--- config.mk ---
export PLATFORM = sky130hd
export DESIGN_NAME = bist_sig_ctrl
export DESIGN_NICKNAME = d
export VERILOG_FILES = /design/src/rtl/bist_sig_ctrl.sv
export SDC_FILE = /design/constraint.sdc
export NUM_CORES = 1
export LEC_CHECK = 0
export CAP_MARGIN = 20
export CORE_MARGIN = 5
export CORE_UTILIZATION = 35
export DETAILED_ROUTE_END_ITERATION = 7
export SLEW_MARGIN = 10
export SYNTH_ARGS = -nofsm -noshare
export SYNTH_HDL_FRONTEND = slang
export SYNTH_SLANG_ARGS = --single-unit
--- constraint.sdc ---
create_clock -name clk -period 2.15 [get_ports clk]
set_input_delay 0.3225 -clock clk [delete_from_list [all_inputs] [get_ports clk]]
set_output_delay 0.3225 -clock clk [all_outputs]
set_load 0.01 [all_outputs]
--- src/rtl/bist_sig_ctrl.sv ---
// BIST controller for a BILBO register chain: seeds a MISR, compacts NPAT
// chain responses into a signature, then compares it against GOLDEN.
module bist_sig_ctrl #(
  parameter int                WIDTH  = 4,
  parameter int                NPAT   = 15,
  parameter logic [WIDTH-1:0]  POLY   = 4'b0011,
  parameter logic [WIDTH-1:0]  SEED   = 4'h0,
  parameter logic [WIDTH-1:0]  GOLDEN = 4'h9
) (
  input  logic             clk,
  input  logic             rst_n,
  input  logic             start,
  input  logic [WIDTH-1:0] data_in,
  output logic             bilbo_b1,
  output logic             bilbo_b2,
  output logic [WIDTH-1:0] sig,
  output logic [15:0]      cnt,
  output logic             busy,
  output logic             done,
  output logic             pass,
  output logic [2:0]       state_dbg
);

  typedef enum logic [2:0] {
    S_IDLE  = 3'd0,
    S_SEED  = 3'd1,
    S_RUN   = 3'd2,
    S_CHECK = 3'd3,
    S_DONE  = 3'd4
  } state_t;

  localparam logic [15:0] LAST_CNT = 16'(NPAT - 1);

  state_t state_q, state_d;

  assign state_dbg = state_q;

  always_comb begin
    state_d = state_q;
    case (state_q)
      S_IDLE:  if (start) state_d = S_SEED;
      S_SEED:  state_d = S_RUN;
      // The RUN cycle that completes compaction NPAT is the last one.
      S_RUN:   if (cnt == LAST_CNT) state_d = S_CHECK;
      S_CHECK: state_d = S_DONE;
      S_DONE:  if (!start) state_d = S_IDLE;
      default: state_d = S_IDLE;
    endcase
  end

  // Mode and status flags are decoded from the next state so they line up
  // with the registered state on the same edge.
  always_ff @(posedge clk) begin
    if (!rst_n) begin
      state_q  <= S_IDLE;
      sig      <= '0;
      cnt      <= '0;
      busy     <= 1'b0;
      done     <= 1'b0;
      pass     <= 1'b0;
      bilbo_b1 <= 1'b1;
      bilbo_b2 <= 1'b1;
    end else begin
      state_q  <= state_d;
      bilbo_b1 <= (state_d != S_SEED);
      bilbo_b2 <= (state_d != S_RUN);
      busy     <= (state_d == S_SEED) || (state_d == S_RUN) || (state_d == S_CHECK);
      done     <= (state_d == S_DONE);
      case (state_q)
        S_IDLE: begin
          if (state_d == S_SEED) pass <= 1'b0;
        end
        S_SEED: begin
          sig <= SEED;
          cnt <= '0;
        end
        S_RUN: begin
          sig <= {sig[WIDTH-2:0], 1'b0} ^ (sig[WIDTH-1] ? POLY : '0) ^ data_in;
          if (cnt != 16'hFFFF) cnt <= cnt + 16'd1;
        end
        S_CHECK: begin
          pass <= (sig == GOLDEN);
        end
        default: ;
      endcase
    end
  end

endmodule

==> metrics.md <==
| Metric | Value |
|---|---|
| DR WL/cell | between 10 and 15 µm |
| Largest net degree at the start of global routing | 17 |
| CP required | around 2.4 ns |
| Synth top area cells | dfxtp_1 40%, a21oi_1 5.0%, or4_1 4.8% |
| CP max-delay cell | or4_1 |
| Drt first pass iters | 4 |
| Minimum clock period | about 1.9 ns |
| Grt met3 use | 2.74% |
| First-iteration detailed-routing DRC count | roughly 140 |
| Mapped Cells | 163 |
| NumNets Final | between 200 and 250 |
| # rows | 23 |
| I/O pins | 35 |
| Clock-pin slew of the registers on the worst-case setup and hold paths | about 0.10 ns |
| Maximum VDD drop | between 0.0002 and 0.0003 V |
| Routed WL | roughly 3700 µm |
| Synth Cell Area | ~0.0014 mm² |
| Most frequent cell after synthesis | dfxtp_1 |
| Global-route wire length before repair | around 6000 µm |
| Busiest grt layer | met2 |
| CP arrival | between 2 and 2.5 ns |
| Initial Util | a little over a third |
| CTS Sinks | 28 |
| Max-Cap Viols | 0 |
| Post-synthesis sequential area ratio | 40.0% |
| Hold Vio Cnt, Final | 0 |
| Antenna violations before repair | 0 |
| Clock Skew | approximately 0.0042 ns |
| DPL Wire Length | 2790 µm |
| RSZ-0062 raised after global routing | no |
| Clock Root Buffer | clkbuf_8 |
| Syn. warnings | 0 |
| Post-synth top cells | 28 x dfxtp_1, 14 x a21oi_1, 14 x nand2_1, 14 x nor2_1, 9 x or4_1 |
| CP Buf/Inv Count | 0 |
| P&R area growth vs syn | 37.1% |
| Grt total ovfl | 0 |
| Relative slew slack | 66.5% |
| Leakage | around 0.63 nW |
| DIE WIDTH | ~73 µm |
| HP Class | reg -> reg |
| H-Tree Depth | 1 |
| Skew-Pair Late Insertion Delay | 0.28 ns |
| CP cell instances | nand4_1 -> or4_1 -> or3_2 -> a21oi_1 |
| Vias in the first global route | ~1300 |
| Core area | 0.00394 mm² |
| WS Path Type | reg -> reg |
| Die Height | around 73 µm |
| CTS tree | built |
| Final worst path period share | between 80% and 90% |
| PwrDens | ~590 mW/mm² |
| Clock buffer depth | 2 |
| Via count | 1413 |
| Final Max Slew Viols | 0 |
| CP top delay family | simple AND/OR/NAND/NOR gates |
| Cts bufs inserted | 3 |
| Post-synth top area share | between 30% and 40% |
| Final core occ | about half |
| Slew @ Worst Pin | about 0.5 ns |
| Count of different cell masters after synthesis | 40 |
| Die area | about 0.0054 mm² |
| Antenna Cells | 0 |
| Mapped Nets | around 170 |
| Status | complete, no violations |
| Main flop type after synthesis | dfxtp_1 |
| CP max FO | 7 |
| Fraction of layout cells with a size suffix above 1 | approximately an eighth |
| #FFs+latches synth | 28 |
| FMAX | between 0.5 and 0.6 GHz |
| Crit end category | register |
| GR met1 Demand/Resource | between 15 and 20% |
| Startpoint types | register |
| Post-synth EDFFs | 0 |
| Max stage delay on crit path | between 0.6 and 0.7 ns |
| Post-route ant nets | 0 |
| Final GP Congestion | ~0.9 |
| Post-synth ARST share | 0% |
| Gr usage total | 14.3% |
| Cell taking the most area after synthesis | dfxtp_1 |
| Setup TNS | 0 ns |
| Final setup fails | 0 |
| Drt drc | 0 |
| Syn avg cell area | 8.60 µm² |
| Via density | around 5.5 |
| GRT met2 Usage | approximately a quarter |
| Port Buffer Count | 34 |
what timing repair did:
item,in CTS,in global routing
buffers inserted,0,0
gates resized for setup,0,2
setup endpoints to repair,0,1
hold buffers,0,0
placed cells by master, fill, tap and decap left out, types with 3 or more instances in the layout:
master	n
xor2_1	3
clkbuf_8	3
a22oi_1	4
mux2i_1	4
nand3b_1	4
nor2_1	14
buf_4	10
nor4_1	5
nand2_1	14
xnor2_1	3
o31ai_1	6
or4_1	9
clkdlybuf4s50_1	34
inv_1	3
nand4_1	6
nand3_1	4
a21oi_1	14
o21ai_0	3
or3_2	6
dfxtp_1	26
worst register-to-register path, stage by stage, from the launching register on:
cell and delay, ns:
dfxtp_1 0.44, nand4_1 0.21, or4_1 0.61, or3_2 0.43, a21oi_1 0.15
registers in the layout (all words and copies together), names as in the netlist:
name       cells
bilbo_b1       1
bilbo_b2       1
busy           1
cnt           16
done           1
pass           1
sig            4
state_dbg      3
power breakdown:
group,leakage [nW],switching (mW),internal [mW]
registers,0.228,0.0176,0.535
clock network,0.0357,0.176,0.250
logic,0.368,0.0833,0.0802
total,0.631,0.277,0.865
worst paths after layout:
path / from / end / slack (ns) / cells past startpoint
worst min-delay path: pass / pass / 0.50 / 2
worst min register to register: pass / pass / 0.50 / 2
worst max register to register: cnt[5] / cnt[11] / 0.23 / 4
worst max-delay path: cnt[5] / cnt[11] / 0.23 / 4
logic make-up after synthesis:
kind of cell	after synthesis	synth area share, %
and+or+nand+nor	78	32.5
adders and majority gates	2	1.78
AOI/OAI and AO/OA	36	16.1
DFF	28	40.0
buffers and inverters	9	3.03
xor gates and xnor gates	6	3.75
muxes	4	2.85
through the flow:
step	power (mW)	hold WS, ns	cells	instance area [µm²]	worst slack [ns]
6_report	1.14	0.503	255	1920	0.234
4_1_cts	1.15	0.506	255	1920	0.212
5_1_grt	1.19	0.528	255	1920	0.0714
2_1_floorplan	0.652	0.463	163	1400	0.294
3_5_place_dp	0.729	0.485	251	1850	0.245
3_3_place_gp	0.726	0.479	251	1850	0.307
routing by layer:
layer	routed length, µm	up-vias
li1	-	702
met1	1620	660
met2	1780	46
met3	264	5
met4	35	0
met5	0	-
layout make-up:
cell class / count / area, µm²
fillers: 363 / 2020
multi-input cells: 126 / 800
flip-flops and latches: 28 / 563
repair buffers: 44 / 415
well taps: 50 / 62.6
clock buffers: 3 / 41.3
clock inverters: 1 / 30.0
inverters: 3 / 11.3
(Power assumes the default switching activity.)
==> variant 1, RTL diff (config.mk and constraints unchanged) <==
Reset style: asynchronous (`rst_n`), changed in one clocked block.
--- a/src/rtl/bist_sig_ctrl.sv
+++ b/src/rtl/bist_sig_ctrl.sv
@@ -50,7 +50,7 @@
 
   // Mode and status flags are decoded from the next state so they line up
   // with the registered state on the same edge.
-  always_ff @(posedge clk) begin
+  always_ff @(posedge clk or negedge rst_n) begin
     if (!rst_n) begin
       state_q  <= S_IDLE;
       sig      <= '0;
Behaviour: differs if rst_n is asserted again (counterexample within 4 cycles, from zero or initial values and one cycle with rst_n low); with rst_n held inactive, the same outputs for 10 cycles.
==> variant 1 against the unedited design <==
  * Area after synthesis grew 0.62%
  * Cell count shrank 12%
  * Sequential cell count is the same
  * Critical endpoint is now cnt[12]
  * Non-clock buffer count shrank 8
  * Count of clock-buffer cells in the layout is the same
  * Clock skew grew 1.4 ps
  * Die area grew 0.53%
  * Worst setup slack gained 150 ps
  * Routed wire length shrank 11%
  * Critical path type unchanged
  * Design area shrank 1.6%
  * Maximum frequency grew 8.5%
Power is not compared: it rests on default switching activity, and its combinational part moved more than twofold at a synthesized area within 25%.
==> variant 1: results (changes against the unedited design) <==
Hold path:
- The worst hold path belongs to the class in2async.

STA:
- The final cycle utilization of the critical path is 82.1% (-7.0 points).
- The final clock skew was 5.59 ps (+1.41 ps).
- The relative slew slack is 68.0% (+1.5 points).

Power and ir drop:
- VDD sags by at most roughly 0.6 mV.

Status:
- The run finished with clean final reports.

Cells and area:
- The share of post-route cells with drive strength above 1 is 9.77% (-2.4 points).
- The number of flip-flops in the largest register came to 16 (unchanged).
- The register with the most flip-flops is cnt.
- The layout net count is 184 (-14%).

GRT:
- The number of global-route vias before repair came to 1,151 (-13%).
- The wire length of the first global-routing pass is 5550 microns (-8.9%).
- The overall routing resource usage is 13.1% (-1.2 points).
- The largest net degree at the start of global routing is 29 (+12).

Clock tree:
- The maximum buffer depth of the clock tree is 2 (unchanged).
- The clock transition at the registers of the reported paths is 100 ps (about the same).
- The number of gates resized after CTS is 0 (unchanged).

Detailed routing:
- The starting DRC count in detailed routing is 62 (-57%).
- The detail-routed via count per cell is 5.34 (-3.6%).
- The detailed-route wire length per cell is 14.8 microns (+1.7%).

Synth:
- The sequential cell area fraction in the yosys report is 49.8% (+9.9 points).
- Ranked by total cell area, the synthesized netlist is headed by dfrtp_1 (46%), o21ai_0 (4.3%), nand2_1 (4.0%), dfstp_2 (3.7%), mux2i_1 (3.5%).
- The count of cell types in the netlist was 38 (-5.0%).
- The async set or reset register ratio after synthesis was 100% (+100 points).
- In the synthesized netlist, the cells that appear most often are dfrtp_1 (26), nand2_1 (15), o21ai_0 (12).
- The number of nets produced by synthesis is 145 (-16%).

Place:
- The half-perimeter wire length after placement is 2450 microns (-12%).
- The final weighted congestion in routability-driven placement is 0.799 (-10%).
- The worst setup timing slack at the placement stage is 385 ps (+140 ps).
- The instance area after placement was 0.00182 sq mm (-1.5%).

Setup path:
- The worst register-to-register path begins at state_dbg[2].
- STA classifies the critical path startpoint as a register.
- The maximum fanout count along the critical path is 9 (+2).
- The endpoint of the most critical register-to-register path is cnt[12].
variant 1: cell count changes in the layout (fill, tap and decap cells not counted), moves of 6 or more:
cell     change
o21ai_0      +9
nor2_1       -8
a21oi_1      -7
or4_1        -9
dfrtp_1     +26
or3_2        -6
dfxtp_1     -26
buf_4        -8
variant 1: kinds of logic (layout without fill, tap and decap cells):
logic type / count (synthesis) / after routing / share of synthesized area (%)
compound gates: 26 / 26 / 11.3
xor+xnor: 7 / 7 / 4.34
simple gates: 64 / 64 / 28.1
buf+inv: 4 / 42 / 1.06
mux: 5 / 5 / 3.55
fa+ha+maj: 2 / 2 / 1.77
flops: 28 / 28 / 49.8
variant 1: how the worst min path moves through the flow:
stage | startpoint | end | slack (ps) | cells past startpoint
after global placement | pass | pass | 500 | 2
after floorplan | rst_n | busy | 30 | 0
after detailed placement | pass | pass | 520 | 2
after global routing | rst_n | sig[1] | 460 | 2
final | rst_n | sig[3] | 430 | 2
after CTS | rst_n | sig[1] | 440 | 2
variant 1: area by class of cell:
type	instances	area [sq um]
inverter	2	7.51
tap	50	62.6
clock inverter	1	30.0
fill	369	2050
timing repair buffer	36	355
sequential	28	703
multi-input combinational	104	693
clock buffer	3	41.3
variant 1: worst max-delay path: stages, from the launching register on:
cell and delay (ps):
dfrtp_1 480, nor3b_4 420, o2111ai_2 270, or3_1 360, a21oi_1 160
variant 1: power breakdown:
part,leakage [nW],internal [mW],switching [mW]
Clock,0.0357,0.249,0.162
Combinational,0.394,0.393,0.361
Sequential,0.370,0.661,0.147
variant 1: metrics by stage:
stage | hold slack [ps] | std cells | util, % | total power [mW]
2_1_floorplan | 26.9 | 136 | - | 1.20
3_3_place_gp | 500 | 220 | 46.2 | 1.57
3_5_place_dp | 517 | 220 | 46.2 | 1.59
4_1_cts | 441 | 224 | 48.0 | 2.00
5_1_grt | 458 | 224 | 48.0 | 2.11
6_report | 426 | 224 | 48.0 | 1.97
variant 1: layer usage:
metal	global-route usage (%)	vias to the layer above	routed length, microns
met4	3.62	0	21
met2	21.6	33	1600
met5	0	-	0
met3	3.01	4	194
li1	-	584	-
met1	17.1	575	1490
==> variant 2, RTL diff (config.mk and constraints unchanged) <==
Without the edit above. `WIDTH`: 4 -> 6.
--- a/src/rtl/bist_sig_ctrl.sv
+++ b/src/rtl/bist_sig_ctrl.sv
@@ -1,7 +1,7 @@
 // BIST controller for a BILBO register chain: seeds a MISR, compacts NPAT
 // chain responses into a signature, then compares it against GOLDEN.
 module bist_sig_ctrl #(
-  parameter int                WIDTH  = 4,
+  parameter int                WIDTH  = 6,
   parameter int                NPAT   = 15,
   parameter logic [WIDTH-1:0]  POLY   = 4'b0011,
   parameter logic [WIDTH-1:0]  SEED   = 4'h0,
Ports: changed (resized data_in and sig); port bits go from 35 to 39. The function was not compared with the original's and may differ.
==> variant 2 against the unedited design <==
  * Routed wire length grew 16%
  * Combinational power grew 28%
  * Power increased by 12%
  * Area after synthesis up 14%
  * Cell count increased by 12%
  * Maximum frequency down 2.2%
  * Sequential cell count is 2 higher
  * Design area grew 13%
  * Worst setup slack got worse by 43 ps
  * Critical path type unchanged
  * Critical endpoint is now bilbo_b1
  * Largest cell class unchanged
  * Largest power group unchanged
  * Highest routed layer unchanged
==> variant 2: results (changes against the unedited design) <==
Detailed routing:
- The total wire length after detailed routing is 4300 microns (+16%).
- The detail-routed via count per cell is 5.40 (-2.5%).
- The starting DRC count in detailed routing came to 124 (-13%).

Cells and area:
- The sequential cell count is 30 (+7.1%).
- The non-clock buffering overhead in the final layout is 20.9% (-0.73 points).
- The share of post-route cells with drive strength above 1 is 10.3% (-1.9 points).
- The layout net count came to 243 (+13%).
- The sequential cell area share is 27.5% (-1.8 points).
- The multi-input logic cell count is 140 (+11%).
- The number of filler instances in the final layout is 431 (+19%).
- The count of inverters other than clock inverters in the layout is 7 (+4).

Status:
- The run finished with clean final reports.

Place:
- The half-perimeter wire length after placement is 3120 microns (+12%).
- The final weighted congestion in routability-driven placement is 0.809 (-8.9%).

Power and ir drop:
- The static leakage is 0.747 nW (+18%).

Synth:
- The adder-cell share of the synthesized area is 1.56% (-0.22 points).
- The area fraction in compound gates after synthesis is 15.0% (-1.1 points).
- The number of nets produced by synthesis is 196 (+14%).
- The sequential cell area fraction in the yosys report came to 37.5% (-2.5 points).
- The share of synthesized area spent on multiplexers was 7.50% (+4.6 points).

Clock tree:
- The H-tree level count is 2 (+1).
- The CTS buffer count is 5 (+2).

GRT:
- The number of global-route vias before repair was 1,461 (+10%).
- The largest net degree at the start of global routing is 18 (+1).
- The wire length of the first global-routing pass is 7130 microns (+17%).

STA:
- The final clock skew is 6.69 ps (+2.52 ps).
## variant 2: cell count changes in the layout (fill, tap and decap cells not counted), moves of 6 or more
| cell | unedited run | this run |
|---|---|---|
| nand2_1 | 14 | 25 |
| mux2i_1 | 4 | 12 |
| or3_1 | 2 | 13 |
| or4_1 | 9 | 2 |
| or3_2 | 6 | 0 |
| a21oi_1 | 14 | 5 |
## variant 2: metrics by stage
step           power (mW)  instance area, sq um  hold slack (ps)  instances
5_1_grt              1.35                  2180              536        285
4_1_cts              1.30                  2180              518        285
3_3_place_gp        0.815                  2090              502        277
6_report             1.28                  2180              525        285
2_1_floorplan       0.717                  1600              466        185
3_5_place_dp        0.816                  2090              509        277
## variant 2: cells by family (layout without fill, tap and decap cells)
kind of cell / Yosys count / in the layout
adders and majority gates: 2 / 2
and+or+nand+nor: 87 / 87
buffers and inverters: 15 / 63
xor gates and xnor gates: 8 / 8
DFF: 30 / 30
AOI/OAI and AO/OA: 31 / 31
muxes: 12 / 12
## variant 2: report_power, final
part / internal [mW] / switching [mW] / total [mW]
clock: 0.257 / 0.220 / 0.477
combinational: 0.100 / 0.108 / 0.208
sequential: 0.575 / 0.0196 / 0.594
## variant 2: path summary, 6_finish.rpt
| kind | slack (ps) | startpoint | end |
|---|---|---|---|
| setup / recovery | 190 | cnt[7] | bilbo_b1 |
| hold / removal | 520 | cnt[9] | cnt[9] |
| setup reg to reg | 190 | cnt[7] | bilbo_b1 |
| hold reg to reg | 520 | cnt[9] | cnt[9] |
## variant 2: layer usage
layer  vias up  track usage (%)  wire [microns]
met5         -                0               0
met4         0             5.50              60
met3         6             4.63             216
met2        32             20.2            1860
met1       724             20.8            2160
li1        777                -               -
## variant 2: worst reg2reg max path, delay by kind of cell (launching register included)
family          cells  cell delay (ps)
simple gates        3             1270
flops               1              360
compound gates      1              210
